--- src/rtl/branch_resolve_unit.sv ---
// branch_resolve_unit
//
// Execute-stage branch resolution and BTB writer. Each accepted branch/jump
// resolution is compared with the prediction made at fetch. A misprediction
// raises a one-cycle registered redirect (and flush) carrying the correct
// fetch PC. Taken branches whose target the BTB did not supply correctly are
// queued in a small FIFO and drained onto the BTB write port, one per cycle.
// Saturating counters track accepted resolutions, mispredicts and updates
// dropped because the queue was full.
//
// Parameters:
//   FIFO_DEPTH  update queue entries (power of two, >= 2)
//   CNT_WIDTH   width of each statistics counter
//
// Ports:
//   clk, rst                   clock, asynchronous active-high reset
//   ex_valid                   a control-flow instruction resolves in EX
//   ex_pc, ex_taken, ex_target actual PC / direction / taken target
//   ex_pred_hit                BTB hit at fetch (predicted taken)
//   ex_pred_target             target predicted at fetch
//   update_stall               BTB write port busy this cycle
//   redirect_valid, flush      registered one-cycle mispredict pulse
//   redirect_pc                correct fetch PC (holds after the pulse)
//   update_en                  BTB write strobe
//   pc_update                  BTB write PC (queue head, 0 when empty)
//   target_addr_update         BTB write target (queue head, 0 when empty)
//   cnt_branches               accepted resolutions
//   cnt_mispredicts            mispredictions
//   cnt_dropped                updates lost to a full queue
//
// BTB write handshake: update_en is the valid; !update_stall is the ready.
// update_en is only ever high when the queue is non-empty and the port is
// not stalled, so a cycle with update_en=1 is a completed transfer and the
// head entry is popped on the rising edge that ends that cycle.

module branch_resolve_unit #(
  parameter int FIFO_DEPTH = 4,
  parameter int CNT_WIDTH  = 32
) (
  input  logic                 clk,
  input  logic                 rst,
  input  logic                 ex_valid,
  input  logic [31:0]          ex_pc,
  input  logic                 ex_taken,
  input  logic [31:0]          ex_target,
  input  logic                 ex_pred_hit,
  input  logic [31:0]          ex_pred_target,
  input  logic                 update_stall,
  output logic                 redirect_valid,
  output logic [31:0]          redirect_pc,
  output logic                 flush,
  output logic                 update_en,
  output logic [31:0]          pc_update,
  output logic [31:0]          target_addr_update,
  output logic [CNT_WIDTH-1:0] cnt_branches,
  output logic [CNT_WIDTH-1:0] cnt_mispredicts,
  output logic [CNT_WIDTH-1:0] cnt_dropped
);

  localparam int PTR_W = (FIFO_DEPTH > 1) ? $clog2(FIFO_DEPTH) : 1;
  localparam int CQ_W  = PTR_W + 1;
  localparam logic [CQ_W-1:0] DEPTH_C = CQ_W'(FIFO_DEPTH);

  logic             accept;
  logic             target_diff;
  logic             mispredict;
  logic [31:0]      fix_pc;
  logic             push;
  logic             pop;
  logic             full;
  logic             push_ok;
  logic             drop;

  logic [31:0]      q_pc  [FIFO_DEPTH];
  logic [31:0]      q_tgt [FIFO_DEPTH];
  logic [PTR_W-1:0] head;
  logic [PTR_W-1:0] tail;
  logic [CQ_W-1:0]  count;

  always_comb begin
    // The cycle right after a redirect carries wrong-path work: ignore it.
    accept      = ex_valid && !redirect_valid;
    target_diff = (ex_pred_target != ex_target);
    mispredict  = accept && ((ex_pred_hit && !ex_taken) ||
                             (!ex_pred_hit && ex_taken) ||
                             (ex_pred_hit && ex_taken && target_diff));
    fix_pc      = ex_taken ? ex_target : (ex_pc + 32'd4);
    // Not-taken never writes: the BTB has no invalidate operation.
    push        = accept && ex_taken && (!ex_pred_hit || target_diff);
    full        = (count == DEPTH_C);
    update_en   = (count != '0) && !update_stall;
    pop         = update_en;
    // When full, a simultaneous pop frees the slot the push needs.
    push_ok     = push && (!full || pop);
    drop        = push && full && !pop;
    pc_update          = (count != '0) ? q_pc[head]  : 32'd0;
    target_addr_update = (count != '0) ? q_tgt[head] : 32'd0;
  end

  assign flush = redirect_valid;

  always_ff @(posedge clk or posedge rst) begin
    if (rst) begin
      redirect_valid <= 1'b0;
      redirect_pc    <= 32'd0;
    end else begin
      redirect_valid <= mispredict;
      if (mispredict) redirect_pc <= fix_pc;
    end
  end

  // Queue storage needs no reset: entries are only visible when count != 0.
  always_ff @(posedge clk) begin
    if (push_ok) begin
      q_pc[tail]  <= ex_pc;
      q_tgt[tail] <= ex_target;
    end
  end

  always_ff @(posedge clk or posedge rst) begin
    if (rst) begin
      head  <= '0;
      tail  <= '0;
      count <= '0;
    end else begin
      if (push_ok) tail <= tail + 1'b1;
      if (pop)     head <= head + 1'b1;
      case ({push_ok, pop})
        2'b10:   count <= count + 1'b1;
        2'b01:   count <= count - 1'b1;
        default: count <= count;
      endcase
    end
  end

  always_ff @(posedge clk or posedge rst) begin
    if (rst) begin
      cnt_branches    <= '0;
      cnt_mispredicts <= '0;
      cnt_dropped     <= '0;
    end else begin
      if (accept && (cnt_branches != '1))
        cnt_branches <= cnt_branches + CNT_WIDTH'(1);
      if (mispredict && (cnt_mispredicts != '1))
        cnt_mispredicts <= cnt_mispredicts + CNT_WIDTH'(1);
      if (drop && (cnt_dropped != '1))
        cnt_dropped <= cnt_dropped + CNT_WIDTH'(1);
    end
  end

endmodule

--- config.mk ---
export PLATFORM = sky130hd
export DESIGN_NAME = branch_resolve_unit
export DESIGN_NICKNAME = d
export VERILOG_FILES = /design/src/rtl/branch_resolve_unit.sv
export SDC_FILE = /design/constraint.sdc
export NUM_CORES = 1
export LEC_CHECK = 0
export BUFFER_PORTS_ARGS = -buffer_cell sky130_fd_sc_hd__buf_4
export CAP_MARGIN = 10
export CELL_PAD_IN_SITES_DETAIL_PLACEMENT = 0
export CELL_PAD_IN_SITES_GLOBAL_PLACEMENT = 1
export CORE_MARGIN = 5
export CORE_UTILIZATION = 41
export CTS_CLUSTER_SIZE = 16
export DETAILED_ROUTE_END_ITERATION = 7
export HOLD_SLACK_MARGIN = 0.12
export PLACE_DENSITY = 0.71
export SLEW_MARGIN = 30
export SYNTH_ARGS = -nofsm -noshare
export SYNTH_HDL_FRONTEND = slang
export SYNTH_SLANG_ARGS = --single-unit
--- constraint.sdc ---
create_clock -name clk -period 10.85 [get_ports clk]
set_input_delay 1.085 -clock clk [delete_from_list [all_inputs] [get_ports clk]]
set_output_delay 1.085 -clock clk [all_outputs]
set_load 0.01 [all_outputs]
# Word-level counts from Yosys, hierarchy flattened
# Memory sizes are Yosys's and may differ from the RTL's.
# Cells that the tools add are included.
# classes
n_eq_ne	7
addsub	8
muxes	6
reduce_logical	27
# ops
cell	n
$add 32x1->32 const B	3
$mux 32	3
$ne 32x32->1 const B	3
$add 32x3->32 const B	1
$ne 32x32->1	1
$logic_and 1x1->1	15
$logic_not 1->1	6
$pmux 3 s2	1
$add 2x1->2 const B	2
$logic_or 1x1->1	4
$add 3x1->3 const B	1
$eq 3x3->1 const B	1
$reduce_bool 3->1	1
$sub 3x1->3 const B	1
$eq 2x1->1 const B	1
$eq 2x2->1 const B	1
$mux 1	2
$reduce_bool 2->1	1
# totals
n_memories	2
wordCells	58
regBits	136
inputBits	102
out_inout_bits	195
ramBits	256
# memory_table
memory	depth	width	read_ports	rd_clocked_by_memory_dff	write_ports	line_no	source
q_pc	4	32	1	0	1	74	logic [31:0] q_pc [FIFO_DEPTH];
q_tgt	4	32	1	0	1	75	logic [31:0] q_tgt [FIFO_DEPTH];

# Longest topological paths before layout
# logic_depth
word_depth	7
ltp_mapped	10
mapped_depth_nobuf	10

# Least setup slack after synthesis
# No wires, ideal clock.
# synth_timing
path_kind	input to register
from	input ex_valid
to	memory q_pc[0][0], enable pin
n_path_buf	1
t_arrival_ns	3.434
t_required_ns	10.421
path_stages	6
setup_time_ns	0.429
setup_slack_ns	6.988
cell_sequence	nor2b_1 -> buf_2 -> and2_1 -> o31ai_4 -> nor2_2 -> and2_1
# synth_between
elab_chain_cells	6
# synth_lines
element	line_no	source
from (decl)	42	input logic ex_valid,
$logic_and 1x1->1	82	accept = ex_valid && !redirect_valid;
$logic_and 1x1->1 (2 in a row)	89	push = accept && ex_taken && (!ex_pred_hit || target_diff);
$logic_and 1x1->1	94	push_ok = push && (!full || pop);
$mux 1	114	if (push_ok) begin
$mux 1 (not written as such)	115	q_pc[tail] <= ex_pc;
to (decl)	74	
# Every way passes these cells.

# Worst setup path after layout
# layout_timing
from	register head[0]
to	output target_addr_update[10]
# layout_between
elab_chain_cells	2
# layout_lines
element	line_no	source
from (decl)	76	logic [PTR_W-1:0] head;
from (signal assigned)	127	if (pop) head <= head + 1'b1;
$mem_v2 4x32	n/a	
$mux 32	97	target_addr_update = (count != '0) ? q_tgt[head] : 32'd0;
to (decl)	54	output logic [31:0] target_addr_update,
# Every way passes these cells.

==> flow_summary.toml <==
[clocking]
post_cts_buffers = 0
clockRootBuffer = "clkbuf_16"
clk_path_buf_depth = 3
clk_pin_slew_ns = 0.06
postCtsResizedCells = 0
cts_buffers = 43
hold_buffers = 0
worstSkewPairLatency_ns = 0.56
clock-sinks = 392
cts_tree = "yes"
cts_htree_levels = 2

[logic_synthesis]
async_reset_ff_share_pct = 34.7
synth_compound_area_share_pct = 2.24
synth_edf_count = 256
synthFlopType = "edfxtp_1"
synth_seq_area_share_pct = 65.4
avgSynthCellArea_um2 = 14.7
yosys_warnings = 0
syn_inst = 1152
synth_top_family_by_area = "simple AND/OR/NAND/NOR gates"
ys_types = 49
synthAdderAreaFrac_pct = 0.782
netlist_area_um2 = 17000
yosys.area_share.simple_pct = 12.5
synth-seq-cells = 392
synthXorXnorAreaFrac_pct = 7.85
synthMuxAreaShare_pct = 9.76
syn_nets = 1264

[cells_and_area]
multi_input_area_um2 = 5640
fin_cells = 2029
final_common_cell = "buf_4"
final_nets = 1574
area_delta_synth_final_pct = 24.9
fillers = 3489
mostFrequentLayoutCells = "buf_4 (308), edfxtp_1 (256), dfrtp_1 (134), nand2_1 (85), xor2_1 (84)"
regArea_um2 = 11100
design_area_um2 = 21200
drive_above_1_share_pct = 31.1

[setup_path]
cp-end-kind = "primary output"
cp_data_required_time_ns = 9.77
crit_fanout = 37
crit_type = "flop to primary output"
critical_path_arrival_ns = 3.15
start_kind = "flop"

[detailed_routing]
via_per_inst = 5.24
initialDrtViolationCount = 619
drt_first_pass_iters = 4
finalWirelength_mm = 47.1
drcViolationCount = 0
vias = 10600
ant_nets = 0
wl_per_cell_um = 23.2

[die]
rows = 74
initial_utilization_pct = 41.5
die_y_um = 213
core_area_um2 = 40800
dieArea_um2 = 45500
io_pins = 297
die_w_um = 213

[global_routing]
grt_max_degree = 89
first_global_vias = 10800
grt_pass1_wl_mm = 69.4
grt_antenna_before_repair = 6
track_usage_pct = 20.3
overflow = 0

[timing]
clock_skew_ns = 0.0221
fin_ws_ns = 6.61
max_freq_ghz = 0.236
tightestPinTransition_ns = 0.974
drv_slew = 0
rsz0062_at_grt = "false"
hold_viol_final = 0
setup_viol = 0
tns_ns = 0
period_needed_ns = 4.24
post-route-period-util_pct = 39.0
slew_headroom_pct = 35.1

[placed_design]
gp_congestion = 0.821
io_buffers = 296
place_ws_ns = 6.92
dp_hpwl_mm = 32.5
dp.cells = 1948
place_area_um2 = 19800

[pwr]
swShare_pct = 29.8
p_comb_share_pct = 28.8
p_leak_uw = 0.00840
p_per_area_nw_per_um2 = 219
intPower_uw = 3250
seq_power_share_pct = 40.7
switching_power_uw = 1380
p_clk_share_pct = 30.5
peakVddDrop_uv = 103

[job]
drv_cap = 0

[run_status]
status = "finished clean"

[hold_path]
hold_class = "primary input to async pin"
cell type report:
type,instances,share of cell area [%]
inverter,16,0.307
timing repair buffer,309,11.1
multi-input combinational,700,26.6
clock buffer,63,5.78
antenna,1,0.0118
tap,532,3.14
clock inverter,16,0.662
sequential,392,52.4
per-stage QoR:
stage	utilization, %	hold WS, ns	total power, µW
floorplan	-	0.479	2610
global route	51.8	0.475	4860
global placement	48.4	0.466	3270
CTS	51.8	0.483	4700
detailed placement	48.4	0.471	3280
finish	51.8	0.482	4630
registers in the layout, indices dropped and copies added, names as in the netlist:
| register | flops |
|---|---|
| cnt_branches | 32 |
| cnt_dropped | 32 |
| cnt_mispredicts | 32 |
| count | 3 |
| flush | 1 |
| head | 2 |
| q_pc | 128 |
| q_tgt | 128 |
| redirect_pc | 32 |
| tail | 2 |
cell families after synthesis:
| logic type | after synthesis |
|---|---|
| AO/OA/AOI/OAI | 67 |
| flip-flops | 392 |
| buffers and inverters | 60 |
| adder cells (fa/ha/maj) | 10 |
| multiplexers | 84 |
| AND/OR/NAND/NOR | 387 |
| XOR/XNOR | 152 |
cells in the mapped netlist (all sizes together) (2+ instances only):
| master | n | share of area (%) |
|---|---|---|
| edfxtp | 256 | 45 |
| dfrtp | 136 | 20 |
| nand2 | 85 | 1.9 |
| xor2 | 84 | 4.3 |
| nor2b | 69 | 2.5 |
| xnor2 | 68 | 3.5 |
| mux4 | 64 | 8.5 |
| nand3 | 52 | 1.5 |
| nor2 | 39 | 0.88 |
| o21ai | 38 | 1.1 |
| nand4 | 32 | 1.2 |
| and3 | 29 | 1.1 |
| clkbuf | 25 | 0.55 |
| nor4 | 24 | 1.1 |
| nor3 | 21 | 0.65 |
| a21oi | 20 | 0.59 |
| buf | 19 | 0.56 |
| inv | 16 | 0.35 |
| and2 | 13 | 0.49 |
| mux2i | 13 | 0.77 |
| and4 | 9 | 0.47 |
| ha | 9 | 0.66 |
| mux2 | 7 | 0.49 |
| or3 | 6 | 0.25 |
| nand4b | 2 | 0.10 |
| nor3b | 2 | 0.089 |
| o21a | 2 | 0.089 |
critical path, cell delays in order (launching register included):
cell     delay (ns)
dfrtp_4        0.84
buf_4          0.73
mux4_2         0.59
nor2b_1        0.18
buf_4          0.20
worst paths after layout:
check / cells past startpoint / endpoint / start / slack [ns]
setup / recovery: 4 / target_addr_update[10] / head[0] / 6.61
setup reg to reg: 7 / q_pc[2][30] / flush / 7.87
hold reg to reg: 2 / redirect_pc[12] / redirect_pc[12] / 0.48
hold / removal: 2 / cnt_branches[14] / rst / 0.48
min in group clk: 2 / redirect_pc[12] / redirect_pc[12] / 0.48
max in group asynchronous: 4 / head[0] / rst / 8.99
power groups by stage:
stage                     logic, µW  registers (µW)  clock network [µW]
final                          1330            1880                1410
after global routing           1440            1910                1510
after CTS                      1370            1890                1450
after detailed placement       1360            1910                   0
after global placement         1360            1910                   0
after floorplan                 738            1870                   0
metal layers:
metal	GRT usage [%]	vias up	routed length [µm]	part of all wire (%)
li1	-	4897	-	-
met1	28.5	5382	20600	44
met2	31.2	284	21900	46
met3	6.64	59	3870	8.2
met4	4.93	10	770	1.6
met5	0	-	73	0.15
(Power assumes the default switching activity.)
